[config.mk]
export PLATFORM = sky130hd
export DESIGN_NAME = syn_cortex_lb_slave
export DESIGN_NICKNAME = d
export VERILOG_FILES = /design/src/rtl/syn_cortex_lb_slave.sv
export SDC_FILE = /design/constraint.sdc
export NUM_CORES = 1
export LEC_CHECK = 0
export ABC_AREA = 1
export CAP_MARGIN = 30
export CELL_PAD_IN_SITES_DETAIL_PLACEMENT = 1
export CELL_PAD_IN_SITES_GLOBAL_PLACEMENT = 2
export CORE_MARGIN = 2
export CORE_UTILIZATION = 25
export CTS_CLUSTER_SIZE = 10
export DETAILED_ROUTE_END_ITERATION = 8
export PLACE_DENSITY = 0.75
export SLEW_MARGIN = 20
export SYNTH_ARGS = -nofsm -noshare
export SYNTH_HDL_FRONTEND = slang
export SYNTH_SLANG_ARGS = --single-unit
[constraint.sdc]
create_clock -name av_clk -period 15.7 [get_ports av_clk]
set_input_delay 2.355 -clock av_clk [delete_from_list [all_inputs] [get_ports av_clk]]
set_output_delay 2.355 -clock av_clk [all_outputs]
set_load 0.05 [all_outputs]
[src/rtl/syn_cortex_lb_slave.sv]
// Cortex local-bus Avalon-MM responder: ID/scratch/status/ctrl register bank.
// Define SYN_CORTEX_LB_SLAVE_ERR_EN for DEAD_BEEF miss reads plus a miss counter.
module syn_cortex_lb_slave #(
    parameter int                ADDR_W   = 16,
    parameter int                DATA_W   = 32,
    parameter logic [3:0]        BLK_ID   = 4'h0,
    parameter int                NUM_REGS = 8,
    parameter int                RD_LAT   = 2,
    parameter logic [DATA_W-1:0] ID_VAL   = 32'h5359_4E00
) (
    input  logic                           av_clk,
    input  logic                           av_rst,
    input  logic                           av_read,
    input  logic                           av_write,
    input  logic [ADDR_W-1:0]              av_addr,
    input  logic [DATA_W-1:0]              av_write_data,
    output logic                           av_wait_req,
    output logic [DATA_W-1:0]              av_read_data,
    output logic                           av_read_data_valid,
    input  logic [DATA_W-1:0]              status_in,
    output logic [(NUM_REGS-3)*DATA_W-1:0] ctrl_regs
);

    localparam int IDX_W    = ADDR_W - 4;
    localparam int NUM_CTRL = NUM_REGS - 3;
    localparam int CNT_W    = (RD_LAT > 1) ? $clog2(RD_LAT) : 1;

`ifdef SYN_CORTEX_LB_SLAVE_ERR_EN
    localparam bit                ERR_EN   = 1'b1;
    localparam logic [DATA_W-1:0] MISS_VAL = DATA_W'(32'hDEAD_BEEF);
`else
    localparam bit                ERR_EN   = 1'b0;
    localparam logic [DATA_W-1:0] MISS_VAL = '0;
`endif

    typedef enum logic {
        IDLE,
        RDWAIT
    } state_t;

    state_t              state;
    logic [CNT_W-1:0]    lat_cnt;
    logic [DATA_W-1:0]   scratch;
    logic [DATA_W-1:0]   ctrl_q [NUM_CTRL];
    logic [DATA_W-1:0]   word_q;
    logic [DATA_W-1:0]   rd_word;
    logic [IDX_W-1:0]    idx;
    logic                hit;
    logic                accept;
    logic                wr_acc;
    logic                rd_acc;

    assign idx    = av_addr[IDX_W-1:0];
    assign hit    = (av_addr[ADDR_W-1 -: 4] == BLK_ID)
                 && (idx < IDX_W'(NUM_REGS));
    assign accept = (av_read | av_write) & ~av_wait_req;
    assign wr_acc = accept & av_write;
    assign rd_acc = accept & av_read & ~av_write;

`ifdef SYN_CORTEX_LB_SLAVE_ERR_EN
    logic [15:0] miss_cnt;

    always_ff @(posedge av_clk or posedge av_rst) begin
        if (av_rst) begin
            miss_cnt <= '0;
        end else if (accept && !hit) begin
            if (miss_cnt != 16'hFFFF)
                miss_cnt <= miss_cnt + 16'd1;
        end else if (wr_acc && idx == IDX_W'(0)) begin
            miss_cnt <= '0;
        end
    end
`endif

    always_comb begin
        rd_word = MISS_VAL;
        if (hit) begin
            rd_word = '0;
            unique case (1'b1)
                idx == IDX_W'(0): rd_word = ID_VAL;
                idx == IDX_W'(1): rd_word = scratch;
                idx == IDX_W'(2): rd_word = status_in;
                default: begin
                    for (int i = 0; i < NUM_CTRL; i++)
                        if (idx == IDX_W'(i + 3))
                            rd_word = ctrl_q[i];
`ifdef SYN_CORTEX_LB_SLAVE_ERR_EN
                    if (idx == IDX_W'(NUM_REGS - 1))
                        rd_word = DATA_W'(miss_cnt);
`endif
                end
            endcase
        end
    end

    always_ff @(posedge av_clk or posedge av_rst) begin
        if (av_rst) begin
            state              <= IDLE;
            lat_cnt            <= '0;
            av_wait_req        <= 1'b0;
            av_read_data       <= '0;
            av_read_data_valid <= 1'b0;
            word_q             <= '0;
            scratch            <= '0;
            for (int i = 0; i < NUM_CTRL; i++)
                ctrl_q[i] <= '0;
        end else begin
            av_read_data_valid <= 1'b0;
            unique case (state)
                IDLE: begin
                    if (wr_acc && hit) begin
                        if (idx == IDX_W'(1))
                            scratch <= av_write_data;
                        // Top ctrl slot is the read-only miss counter when enabled
                        for (int i = 0; i < NUM_CTRL; i++)
                            if (idx == IDX_W'(i + 3)
                                && !(ERR_EN && i == NUM_CTRL - 1))
                                ctrl_q[i] <= av_write_data;
                    end else if (rd_acc) begin
                        if (RD_LAT == 1) begin
                            av_read_data       <= rd_word;
                            av_read_data_valid <= 1'b1;
                        end else begin
                            word_q      <= rd_word;
                            lat_cnt     <= CNT_W'(RD_LAT - 1);
                            av_wait_req <= 1'b1;
                            state       <= RDWAIT;
                        end
                    end
                end
                RDWAIT: begin
                    if (lat_cnt == CNT_W'(1)) begin
                        av_read_data       <= word_q;
                        av_read_data_valid <= 1'b1;
                        av_wait_req        <= 1'b0;
                        lat_cnt            <= '0;
                        state              <= IDLE;
                    end else begin
                        lat_cnt <= lat_cnt - CNT_W'(1);
                    end
                end
                default: state <= IDLE;
            endcase
        end
    end

    for (genvar g = 0; g < NUM_CTRL; g++) begin : g_ctrl
        assign ctrl_regs[g*DATA_W +: DATA_W] = ctrl_q[g];
    end

endmodule

==> flow_summary.ini <==
[run_status]
run_status = finished clean

[finish]
post_route_cells_drive_above_1_share_pct = 4.742
layout.nets = 1990
layout-area-overhead-vs-synth_pct = 33.38
finish.instance_area_mm2 = 0.01680
post_layout_nonfiller_instances = 2592
finalCoreUtilization_pct = 33.63

[drt]
drt_first_iter_violations = 757
final_antenna_net_count = 0
viasPerCell = 4.606
first_pass_iters = 5
drc_errors = 0
wl_per_cell_um = 20.22
dr_total_vias = 11938
drt-total-wl_mm = 52.41

[setup_path]
largest_fanout_on_the_critical_path = 75
timing_worst_setup_path_type = primary input to register
critical_path_required_ns = 16.20
reg2reg_setup_slack_ns = 12.55
worst_setup_path_start_kind = primary input
critPathArrivalTime_ns = 5.81
cp-end-kind = register

[floorplanning]
coreArea_mm2 = 0.04997
initial_utilization_pct = 25.21
design.portCount = 278
die-width_um = 228.5
die_area_mm2 = 0.05221
fp-row-count = 82
die_h_um = 228.5

[yosys]
syn-num-nets = 1760
syn-instance-count = 1676
number_of_synthesized_register_bits = 260
synth.avg_cell_area_um2 = 7.517
number_of_synthesis_warnings = 0
post_synth_instance_area_mm2 = 0.01260
synth_cell_types = 26
seq_area_frac_synth_pct = 51.64

[placed_design]
placement.io_buffers = 277
hpwl_after_detailed_placement_mm = 37.82
postPlaceCellArea_mm2 = 0.01594
post-place-cells = 2545
globalplace.congestion = 0.8391
dp_slack_ns = 9.847

[timing]
slew_headroom_pct = 38.27
worst_slew_pin_slew_ns = 0.9234
hold_viol = 0
report.final.setup_viol = 0
period_needed_ns = 5.306
rsz0062_at_grt = false
fin_crit_sh_pct = 33.80
finalMaxSlewViolations = 0
setup-tns-final_ns = 0
postLayoutSetupSlackWorst_ns = 10.39
clock_skew_ns = 0.007734
max_freq_ghz = 0.1885

[power]
peakVddDrop_mv = 0.06636
power.density_cell_area_mw_per_mm2 = 86.55
leakagePower_uw = 0.008508

[cts]
cts_tree = done
clock_tree.root_cell = clkbuf_16
cts.repair_timing.setup_buffer_count = 0
clk_pin_slew_ns = 0.06
cts_repair_resize_count = 0
htree_num_levels = 1
cts_num_sinks = 260
maximum_clock_insertion_buffer_count = 3
clk-insertion-delay-late_ns = 0.57
cts_inserted_buffers = 31
hold_buffers = 0

[global_route]
first_pass_grt_wire_length_mm = 81.14
antenna_found_initial = 1
first_global_vias = 12649
grt_total_ovfl = 0
largest_net_degree_at_the_start_of_global_routing = 146
grt_util_all_layers_pct = 20.06

[flow_run]
drv.max_cap_violation_count = 0

[hold_path]
hold_path_class = register to register
-- through the flow --
stage	hold WS (ns)	total power [uW]
floorplan	0.4422	747.0
CTS	0.4753	1478
global placement	0.4543	806.2
detailed placement	0.4585	820.3
finish	0.4705	1454
global route	0.4986	1511
-- critical path, stage by stage --
cell             delay (ns)
clkdlybuf4s50_1        0.40
nor2_1                 0.14
nand2_2                0.12
nor2_4                 0.51
nand3_4                0.64
buf_4                  0.60
nor2_2                 0.42
buf_4                  0.37
nand2_1                0.09
nand2_1                0.08
-- metal layers --
metal | track usage, % | vias up | wire [um]
met1 | 29.02 | 5915 | 25740
met4 | 5.310 | 0 | 1265
met3 | 3.293 | 66 | 2399
li1 | - | 5698 | -
met2 | 30.94 | 259 | 23010
met5 | 0 | - | 0
-- report_power, final --
group | internal, uW | switching (uW) | leakage [uW]
clock network | 370 | 279 | 0.000420
registers | 675 | 3.19 | 0.00327
logic | 41.0 | 85.7 | 0.00482
-- path summary, 6_finish.rpt --
check / to / depth (start not counted) / start
worst max-delay path: ctrl_regs[25] / 10 / av_addr[7]
worst min-delay path: av_read_data[12] / 2 / word_q[12]
worst max register to register: ctrl_regs[25] / 7 / state
worst min register to register: av_read_data[12] / 2 / word_q[12]
max in group asynchronous: ctrl_regs[79] / 3 / av_rst
min in group asynchronous: av_read_data[28] / 2 / av_rst
-- Yosys cell counts, drive strengths merged --
cell type	instances	area, um^2
nand3b	15	112.6
o21ai	230	1151
inv	131	491.7
a21oi	4	20.02
dfrtp	260	6506
buf	52	336.6
a21o	1	7.510
nor2	100	430.4
or2	11	68.82
clkinv	5	20.01
nor3	2	10.01
nor3b	1	12.51
nand4	13	81.33
nand3	110	560.5
nand2	695	2616
clkbuf	46	172.7
-- placed cells by master (no fill, tap or decap), drive strengths merged, types with 2 or more instances in the layout --
cell type	instances
nand2	695
clkdlybuf4s50	277
dfrtp	260
o21ai	230
inv	131
nand3	110
nor2	100
clkbuf	45
buf	18
nand3b	15
nand4	13
or2	11
clkinv	6
a21oi	4
nor3	2
-- logic make-up after synthesis --
| group | after synthesis | synth area share, % |
|---|---|---|
| buf+inv | 234 | 8.104 |
| simple gates | 947 | 30.90 |
| flops | 260 | 51.64 |
| compound gates | 235 | 9.355 |
-- registers in the layout, summed over array words and instances (netlist names) --
register and count:
av_read_data_valid 1, state 1, lat_cnt 1, av_read_data 32, scratch 32, word_q 32, av_wait_req 1, ctrl_regs 160
-- area by class of cell --
class / count / area [um^2]
multi-input combinational: 1182 / 5089
fill: 6010 / 33160
timing repair buffer: 295 / 2983
clock buffer: 45 / 858.3
antenna: 1 / 2.502
inverter: 136 / 519.2
tap: 672 / 840.8
sequential: 260 / 6506
clock inverter: 1 / 5.005
Note: power is estimated with default switching activity, not from simulation.
